[config.mk]
export PLATFORM = sky130hd
export DESIGN_NAME = ct_had_regacc_ctrl
export DESIGN_NICKNAME = d
export VERILOG_FILES = /design/src/rtl/ct_had_regacc_pkg.sv /design/src/rtl/ct_had_rr_arb2.sv /design/src/rtl/ct_had_regacc_ctrl.sv
export SDC_FILE = /design/constraint.sdc
export NUM_CORES = 1
export LEC_CHECK = 0
export CORE_ASPECT_RATIO = 1.5
export CORE_MARGIN = 2
export CORE_UTILIZATION = 40
export CTS_CLUSTER_SIZE = 28
export DETAILED_ROUTE_END_ITERATION = 16
export GPL_ROUTABILITY_DRIVEN = 0
export HOLD_SLACK_MARGIN = 0.1
export PLACE_DENSITY = 0.79
export SETUP_SLACK_MARGIN = 0.1
export SLEW_MARGIN = 15
export SYNTH_ARGS = -nofsm -noshare
export SYNTH_HDL_FRONTEND = slang
export SYNTH_SLANG_ARGS = --single-unit
export TNS_END_PERCENT = 10
[constraint.sdc]
create_clock -name forever_cpuclk -period 3.1 [get_ports forever_cpuclk]
set_clock_uncertainty 0.1 [all_clocks]
set_input_delay 0.465 -clock forever_cpuclk [delete_from_list [all_inputs] [get_ports forever_cpuclk]]
set_output_delay 0.465 -clock forever_cpuclk [all_outputs]
set_load 0.02 [all_outputs]
[src/rtl/ct_had_regacc_pkg.sv]
// Shared widths, watchdog limit and FSM encoding for the HAD register-access
// controller and its arbiter.
package ct_had_regacc_pkg;

  localparam int ADDR_W = 7;
  localparam int DATA_W = 64;
  localparam int WDOG_W = 8;
  localparam logic [WDOG_W-1:0] WDOG_LIMIT = 8'd255;

  localparam int REQ_JTAG = 0;
  localparam int REQ_CORE = 1;

  typedef enum logic [1:0] {
    IDLE = 2'd0,
    JACC = 2'd1,
    CACC = 2'd2
  } state_e;

endpackage

[src/rtl/ct_had_rr_arb2.sv]
// Two-requester round-robin arbiter; priority only rotates when both requesters
// contend, and the last-winner flag starts on the core so JTAG wins the first tie.
module ct_had_rr_arb2 (
  input  logic       forever_cpuclk,
  input  logic       cpurst_b,
  input  logic [1:0] req,
  input  logic       upd,
  output logic [1:0] gnt
);

  logic last_core;

  always_comb begin
    gnt = req;
    if (req == 2'b11) begin
      gnt = last_core ? 2'b01 : 2'b10;
    end
  end

  always_ff @(posedge forever_cpuclk or negedge cpurst_b) begin
    if (!cpurst_b) begin
      last_core <= 1'b1;
    end else if (upd && (req == 2'b11)) begin
      last_core <= gnt[1];
    end
  end

endmodule

[src/rtl/ct_had_regacc_ctrl.sv]
// Serialises JTAG update-DR accesses and core write requests onto one shared
// register port, with overflow/timeout sticky status.
module ct_had_regacc_ctrl
  import ct_had_regacc_pkg::*;
(
  input  logic              forever_cpuclk,
  input  logic              cpurst_b,
  input  logic              update_dr_sync,
  input  logic              update_ir_sync,
  input  logic              ir_hacr_rw,
  input  logic [ADDR_W-1:0] ir_hacr_rs,
  input  logic [DATA_W-1:0] dr_wdata,
  input  logic              core_req,
  input  logic [ADDR_W-1:0] core_addr,
  input  logic [DATA_W-1:0] core_wdata,
  output logic              core_gnt,
  output logic              reg_wen,
  output logic              reg_ren,
  output logic [ADDR_W-1:0] reg_addr,
  output logic [DATA_W-1:0] reg_wdata,
  input  logic              reg_ack,
  input  logic [DATA_W-1:0] reg_rdata,
  output logic [DATA_W-1:0] jtag_rdata,
  output logic              jtag_rdata_vld,
  output logic              ctrl_busy,
  output logic              ctrl_ovf,
  output logic              ctrl_tout
);

  state_e            state;
  logic              dr_d;
  logic              ir_d;
  logic              dr_edge;
  logic              ir_edge;
  logic              jtag_pend;
  logic              slot_rw;
  logic [ADDR_W-1:0] slot_rs;
  logic [DATA_W-1:0] slot_wdata;
  logic [WDOG_W-1:0] wdog;
  logic              in_acc;
  logic              wdog_exp;
  logic              acc_done;
  logic              jtag_done;
  logic              jtag_take;
  logic              core_req_eff;
  logic [1:0]        arb_req;
  logic [1:0]        arb_gnt;
  logic              ent_rw;
  logic [ADDR_W-1:0] ent_rs;
  logic [DATA_W-1:0] ent_wdata;

  assign dr_edge   = update_dr_sync & ~dr_d;
  assign ir_edge   = update_ir_sync & ~ir_d;
  assign in_acc    = (state != IDLE);
  assign wdog_exp  = in_acc & ~reg_ack & (wdog == WDOG_LIMIT);
  assign acc_done  = in_acc & (reg_ack | wdog_exp);
  assign jtag_done = (state == JACC) & acc_done;
  assign jtag_take = dr_edge & (~jtag_pend | jtag_done);

  // The core holds its request through the grant pulse, so mask it there.
  assign core_req_eff = core_req & ~core_gnt;
  assign arb_req[REQ_JTAG] = jtag_pend | jtag_take;
  assign arb_req[REQ_CORE] = core_req_eff;

  // A fresh edge in IDLE is served straight from the JTAG inputs.
  assign ent_rw    = jtag_pend ? slot_rw    : ir_hacr_rw;
  assign ent_rs    = jtag_pend ? slot_rs    : ir_hacr_rs;
  assign ent_wdata = jtag_pend ? slot_wdata : dr_wdata;

  assign ctrl_busy = in_acc | jtag_pend;

  ct_had_rr_arb2 u_arb (
    .forever_cpuclk (forever_cpuclk),
    .cpurst_b       (cpurst_b),
    .req            (arb_req),
    .upd            (state == IDLE),
    .gnt            (arb_gnt)
  );

  always_ff @(posedge forever_cpuclk or negedge cpurst_b) begin
    if (!cpurst_b) begin
      dr_d       <= 1'b0;
      ir_d       <= 1'b0;
      jtag_pend  <= 1'b0;
      slot_rw    <= 1'b0;
      slot_rs    <= '0;
      slot_wdata <= '0;
      ctrl_ovf   <= 1'b0;
      ctrl_tout  <= 1'b0;
    end else begin
      dr_d <= update_dr_sync;
      ir_d <= update_ir_sync;
      if (jtag_take) begin
        jtag_pend  <= 1'b1;
        slot_rw    <= ir_hacr_rw;
        slot_rs    <= ir_hacr_rs;
        slot_wdata <= dr_wdata;
      end else if (jtag_done) begin
        jtag_pend <= 1'b0;
      end
      if (ir_edge) begin
        ctrl_ovf  <= 1'b0;
        ctrl_tout <= 1'b0;
      end else begin
        if (dr_edge && jtag_pend && !jtag_done) ctrl_ovf <= 1'b1;
        if (wdog_exp) ctrl_tout <= 1'b1;
      end
    end
  end

  // Access FSM: register-port outputs are loaded on entry and cleared on exit,
  // so they stay constant for the whole access.
  always_ff @(posedge forever_cpuclk or negedge cpurst_b) begin
    if (!cpurst_b) begin
      state          <= IDLE;
      wdog           <= '0;
      reg_wen        <= 1'b0;
      reg_ren        <= 1'b0;
      reg_addr       <= '0;
      reg_wdata      <= '0;
      core_gnt       <= 1'b0;
      jtag_rdata     <= '0;
      jtag_rdata_vld <= 1'b0;
    end else begin
      core_gnt       <= 1'b0;
      jtag_rdata_vld <= 1'b0;
      case (state)
        IDLE: begin
          if (arb_gnt[REQ_JTAG]) begin
            state     <= JACC;
            wdog      <= '0;
            reg_ren   <= ent_rw;
            reg_wen   <= ~ent_rw;
            reg_addr  <= ent_rs;
            reg_wdata <= ent_wdata;
          end else if (arb_gnt[REQ_CORE]) begin
            state     <= CACC;
            wdog      <= '0;
            reg_ren   <= 1'b0;
            reg_wen   <= 1'b1;
            reg_addr  <= core_addr;
            reg_wdata <= core_wdata;
          end
        end
        JACC, CACC: begin
          if (acc_done) begin
            state     <= IDLE;
            reg_wen   <= 1'b0;
            reg_ren   <= 1'b0;
            reg_addr  <= '0;
            reg_wdata <= '0;
            if (state == CACC) begin
              core_gnt <= 1'b1;
            end else if (reg_ren && reg_ack) begin
              jtag_rdata     <= reg_rdata;
              jtag_rdata_vld <= 1'b1;
            end
          end else begin
            wdog <= wdog + 1'b1;
          end
        end
        default: state <= IDLE;
      endcase
    end
  end

endmodule
======== Word-level counts from Yosys, hierarchy flattened ========
Index checks and enable logic that the tools add are counted.
storage, ports and cells
  flip-flop bits (word level) ............. 227
  latch bits .............................. 0
  RAM bits ................................ 0
  memory bits (read-only) ................. 0
  input port bits ......................... 213
  output and inout bits ................... 142
  word-level logic and storage cells ...... 102
  memories ................................ 0
cells by class
  add/subtract/negate cells ............... 1
  multipliers ............................. 0
  div/mod/pow operators ................... 0
  magnitude comparators ................... 0
  equality and inequality tests ........... 7
  shifts and indexed selects .............. 0
  muxes and demuxes ....................... 41
  bitwise operators ....................... 19
  reduce and logical (&&, ||, !) cells .... 16
operators by type and width
  operator                                        number
  2-to-1 mux 64 bit                               4
  one-hot mux 64 bit (2 select lines)             1
  2-to-1 mux 7 bit                                4
  2-to-1 mux 8 bit                                3
  2-to-1 mux 1 bit                                19
  one-hot mux 8 bit (2 select lines)              1
  one-hot mux 7 bit (2 select lines)              1
  2-to-1 mux 2 bit                                5
  nonzero test 2 bit                              5
  adder 8 x 1 -> 8 bit (second input constant)    1
  bitwise AND 1 bit                               8
  == test 8 bit (second input constant)           1
  NOT 1 bit                                       7
  AND reduction 3 bit                             2
  == test 2 bit (second input constant)           2
  logical AND 1 bit                               4
  inequality test 2 bit (second input constant)   2
  OR 1 bit                                        4
  one-hot mux 1 bit (2 select lines)              2
  one-hot mux 2 bit (2 select lines)              1
  AND reduction 4 bit                             1
  inequality test 3 bit (second input constant)   1
  == test 2 x 1 -> 1 bit (second input constant)  1
  zero test 2 bit                                 1
  other kinds (3)                                 3

======== Logic depth before layout (Yosys ltp) ========
  word-level depth ........................ 14
  mapped depth ............................ 9
  mapped depth without buffers ............ 6

======== Cells and area by module ========
A second synthesis with hierarchy kept.
unflattened totals
  cell total of the unflattened synthesis .. 885
  area total of the unflattened synthesis .. 10762.8 um2
modules (own cells, without submodules)
  module              instances  cells an instance  area each (um2)  seq. area each (um2)
  ct_had_regacc_ctrl  1          879                10704.0          5655.4
  ct_had_rr_arb2      1          6                  58.8             26.3

======== Worst setup path after synthesis ========
No wires, ideal clock.
  path kind ............................... register to register
  start ................................... register state[0]
  end ..................................... register reg_addr[0]
  setup time .............................. 0.125 ns
  arrival time ............................ 2.091 ns
  required time ........................... 2.875 ns
  setup slack ............................. 0.784 ns
  cell stages (with the launch flop) ...... 8
  path buffers ............................ 1
  period minus slack after synthesis ...... 2.316 ns
  cells stage by stage .................... dfrtp_1 -> inv_1 -> ha_1 -> nand4b_2 -> o21a_4 -> a211oi_4 -> buf_6 -> mux2_4
on the way
  longest elaborated chain between the ends .. 13
  elaborated cells on any way between the ends .. 21
  classes of those cells .................. eq/ne: 5; mux: 3; bitwise: 8; reduce/logical: 5
ends and longest elaborated chain
  item                                                                                               line                       source
  from (decl)                                                                                        ct_had_regacc_ctrl.sv:30   state_e state;
  from (signal assigned)                                                                             ct_had_regacc_ctrl.sv:115  state <= IDLE;
  from (signal assigned)                                                                             ct_had_regacc_ctrl.sv:130  state <= JACC;
  from (signal assigned)                                                                             ct_had_regacc_ctrl.sv:137  state <= CACC;
  nonzero test 2 bit                                                                                 ct_had_regacc_ctrl.sv:54   assign in_acc = (state != IDLE);
  bitwise AND 1 bit (2 in a row)                                                                     ct_had_regacc_ctrl.sv:55   assign wdog_exp = in_acc & ~reg_ack & (wdog == WDOG_LIMIT);
  OR 1 bit                                                                                           ct_had_regacc_ctrl.sv:56   assign acc_done = in_acc & (reg_ack | wdog_exp);
  bitwise AND 1 bit                                                                                  ct_had_regacc_ctrl.sv:56
  bitwise AND 1 bit                                                                                  ct_had_regacc_ctrl.sv:57   assign jtag_done = (state == JACC) & acc_done;
  OR 1 bit                                                                                           ct_had_regacc_ctrl.sv:58   assign jtag_take = dr_edge & (~jtag_pend | jtag_done);
  bitwise AND 1 bit                                                                                  ct_had_regacc_ctrl.sv:58
  OR 1 bit                                                                                           ct_had_regacc_ctrl.sv:62   assign arb_req[REQ_JTAG] = jtag_pend | jtag_take;
  == test 2 bit                                                                                      ct_had_rr_arb2.sv:15       if (req == 2'b11) begin
  2-to-1 mux 2 bit                                                                                   ct_had_rr_arb2.sv:15
  inequality test 3 bit (no source line) / 2-to-1 mux 7 bit (equally long branches)                  n/a
  AND reduction 3 bit (no source line) / one-hot mux 7 bit (2 select lines) (equally long branches)  n/a
  to (signal assigned)                                                                               ct_had_regacc_ctrl.sv:134  reg_addr <= ent_rs;
  to (signal assigned)                                                                               ct_had_regacc_ctrl.sv:141  reg_addr <= core_addr;
  to (decl)                                                                                          ct_had_regacc_ctrl.sv:19   output logic [ADDR_W-1:0] reg_addr,
Several ways; a longest one is shown, not always the timed one.
A chain may end at the register's enable or synchronous reset.

======== Worst setup path after layout ========
  start ................................... register state[1]
  end ..................................... register reg_wdata[29]
on the way
  longest elaborated chain between the ends .. 13
  elaborated cells on any way between the ends .. 21
  classes of those cells .................. eq/ne: 5; mux: 3; bitwise: 8; reduce/logical: 5
ends and longest elaborated chain
  item                                                                                                line                       source
  nonzero test 2 bit                                                                                  ct_had_regacc_ctrl.sv:54
  bitwise AND 1 bit (2 in a row)                                                                      ct_had_regacc_ctrl.sv:55
  OR 1 bit                                                                                            ct_had_regacc_ctrl.sv:56
  bitwise AND 1 bit                                                                                   ct_had_regacc_ctrl.sv:56
  bitwise AND 1 bit                                                                                   ct_had_regacc_ctrl.sv:57
  OR 1 bit                                                                                            ct_had_regacc_ctrl.sv:58
  bitwise AND 1 bit                                                                                   ct_had_regacc_ctrl.sv:58
  OR 1 bit                                                                                            ct_had_regacc_ctrl.sv:62
  == test 2 bit                                                                                       ct_had_rr_arb2.sv:15
  2-to-1 mux 2 bit                                                                                    ct_had_rr_arb2.sv:15
  inequality test 3 bit (no source line) / 2-to-1 mux 64 bit (equally long branches)                  n/a
  AND reduction 3 bit (no source line) / one-hot mux 64 bit (2 select lines) (equally long branches)  n/a
  to (signal assigned)                                                                                ct_had_regacc_ctrl.sv:135  reg_wdata <= ent_wdata;
  to (signal assigned)                                                                                ct_had_regacc_ctrl.sv:142  reg_wdata <= core_wdata;
  to (decl)                                                                                           ct_had_regacc_ctrl.sv:20   output logic [DATA_W-1:0] reg_wdata,
Several ways; a longest one is shown, not always the timed one.

==> flow_summary_export.csv <==
group,metric,value,unit
yosys,yosys_warnings,0,
grt,grtUsageTotal,20.0,%
timing,tns,0,ns
run,maxCapViolCount,0,
clock_network,clock_sinks,227,
placement,io_buffer_count,354,
clock_network,cts_setup_buffers,0,
setup_path,critPathMaxFanout,40,
clock_network,cts-root-buf,"clkbuf_16",
clock_network,tritoncts,"built",
floorplan,die_area,29200,um2
detailed_routing,drc,0,
yosys,post_synth.cell_area_avg,12.9,um2
timing,period_share,84.7,%
yosys,synthArstFlopShare,100,%
timing,max_freq,0.381,GHz
finish,area_growth,42.9,%
yosys,netlist_area,11100,um2
floorplan,pin_count,355,
clock_network,clockBufferDepth,3,
setup_path,critPathSlowestCell,"mux2_2",
yosys,ys_ff_latch,227,
floorplan,die-width,140,um
setup_path,crit_type,"flip-flop to flip-flop",
timing,finalMaxSlewViolations,0,
placement,hpwl,20700,um
setup_path,cp-end-kind,"flip-flop",
setup_path,crit_required,3.39,ns
detailed_routing,totalWireLength,29600,um
power_and_ir_drop,peakVddDrop,679,uV
detailed_routing,antenna_left,0,
yosys,synthesis.nets,1080,
yosys,ys.flop_type,"dfrtp_1",
finish,drive_above_1_share,27.7,%
floorplan,start_util,40.7,%
yosys,synth.distinct_cells,44,
detailed_routing,first_iter_violations,263,
detailed_routing,viasPerCell,5.13,
clock_network,cts.clk_slew.worst_paths,0.06,ns
yosys,yosysSeqAreaShare,51.1,%
grt,antenna_found_initial,6,
timing,rsz0062_at_grt,"false",
power_and_ir_drop,p_leak,6.96,nW
power_and_ir_drop,cellPowerDensity,1090,nW/um2
setup_path,critical_path_arrival,2.92,ns
grt,overflow,0,
outcome,status,"complete, no violations",
grt,grt_first_pass_wirelength,47000,um
setup_path,startpoint_type,"flip-flop",
finish,final_net_count,1423,
floorplan,num_rows,74,
timing,hold_viol_final,0,
grt,first_global_vias,8860,
detailed_routing,vias,8061,
clock_network,htreeDepth,1,
timing,fin_crit,2.63,ns
power_and_ir_drop,p_total,17.3,mW
setup_path,slowest_delay,0.38,ns
timing,slew_headroom,59.7,%
floorplan,coreArea,27300,um2
timing,whs,0.312,ns
hold_path,hold_class,"input pin to flip-flop",
yosys,synth-edff-count,0,
clock_network,worstSkewPairLatency,0.52,ns
floorplan,die_h,208,um
clock_network,numCtsBuffers,24,
setup_path,crit_chain,"inv_1, ha_1, nand4b_2, o21a_4, a211oi_4, buf_12, mux2_2",
grt,grt_start_max_net_pins,83,
yosys,syn_inst,863,
detailed_routing,first_pass_iters,4,
timing,worst_pin_slew,0.604,ns
timing,setup_viol,0,
detailed_routing,wl_per_cell,18.8,um
[cells in the final DEF, fill, tap and decap left out, types with 2 or more instances in the layout]
master and count:
buf_12 12, mux2i_1 79, o211ai_1 3, nand3_1 2, nor4_1 4, and3_1 2
clkdlybuf4s50_1 353, clkbuf_16 25, a21oi_1 3, o21ai_0 2, nor2b_1 4, or4_1 2
nand2b_1 6, nor2_1 6, inv_1 7, nand2_1 150, buf_4 7, clkbuf_8 6
a21boi_0 2, mux2_4 40, mux2_2 236, o31ai_1 2, clkbuf_1 10, diode_2 6
ha_1 4, mux2_1 2, nor3_1 3, dfrtp_1 225
[cell type report]
type / count / area, um2
fillers: 2237 / 11400
clock buffers: 41 / 746
inverters: 8 / 32.5
flip-flops and latches: 227 / 5690
repair buffers: 374 / 3850
multi-input cells: 571 / 5150
well taps: 342 / 428
diodes: 6 / 15.0
clock inverters: 1 / 5.00
[sequential cells by signal (all words and copies together) (netlist names)]
signal and cells:
core_gnt 1, ctrl_ovf 1, ctrl_tout 1, dr_d 1, ir_d 1, jtag_pend 1
jtag_rdata 64, jtag_rdata_vld 1, reg_addr 7, reg_ren 1, reg_wdata 64, reg_wen 1
slot_rs 7, slot_rw 1, slot_wdata 64, state 2, u_arb.last_core 1, wdog 8
[logic make-up after synthesis]
| group | share of synthesized area (%) |
|---|---|
| flops | 51.1 |
| xor+xnor | 0.0787 |
| mux | 36.6 |
| compound gates | 1.84 |
| buf+inv | 2.99 |
| fa+ha+maj | 0.450 |
| simple gates | 7.00 |
[worst max-delay path, delay by kind of cell, from the launching register on]
kind            cells  cell delay (ns)
simple gates        1             0.30
flops               1             0.36
mux                 1             0.38
compound gates      2             0.62
fa+ha+maj           1             0.28
buf+inv             2             0.42
[cells in the mapped netlist, types with 3 or more instances]
master    number  share of area, %
nand2b_1       6              0.34
nor2_1         6              0.20
nor3_1         4              0.18
buf_2         29               1.3
clkbuf_1      21              0.71
buf_6          7              0.71
nand2_1      150               5.1
mux2_2       236                24
nor2b_1        4              0.22
a21oi_1        3              0.13
ha_1           4              0.45
o211ai_1       3              0.20
mux2_4        40               5.4
dfrtp_1      226                51
nor4_1         4              0.22
mux2i_1       79               7.1
inv_1          7              0.24
[timing repair]
item / CTS / global route
gates resized for setup: 0 / 0
hold buffers: 1 / 0
hold endpoints to repair: 70 / 0
[stage by stage]
step                      worst slack [ns]  utilization, %  instances  cell area [um2]
after floorplan                      0.784               -        863            11100
after global placement               0.398            55.4       1521            15100
after detailed placement             0.348            55.4       1521            15100
after CTS                            0.474            58.2       1564            15900
after global routing                 0.346            58.2       1570            15900
final                                0.473            58.2       1570            15900
[layer usage]
layer  routed length, um  global-route usage (%)  vias up
li1                    -                       -     3702
met3                2060                    4.65       71
met5                   0                       0        -
met2               15400                    36.0      290
met4                1270                    9.54        0
met1               10800                    22.1     3998
[final timing paths]
path | from | endpoint | slack [ns] | depth (start not counted)
worst min-delay path | update_dr_sync | dr_d | 0.31 | 1
worst min register to register | reg_wdata[40] | reg_wdata[40] | 0.40 | 1
worst max-delay path | state[1] | reg_wdata[29] | 0.47 | 7
worst max register to register | state[1] | reg_wdata[29] | 0.47 | 7
max in group asynchronous | cpurst_b | u_arb.last_core | 1.74 | 3
min in group asynchronous | cpurst_b | jtag_rdata[42] | 0.41 | 2
[where the power goes]
part	internal [mW]	switching [mW]	leakage (nW)
Clock	1.62	1.15	0.367
Sequential	4.34	0.762	2.83
Combinational	5.13	4.31	3.77
Total	11.1	6.22	6.96
No activity file was read; power rests on OpenSTA's default activity.
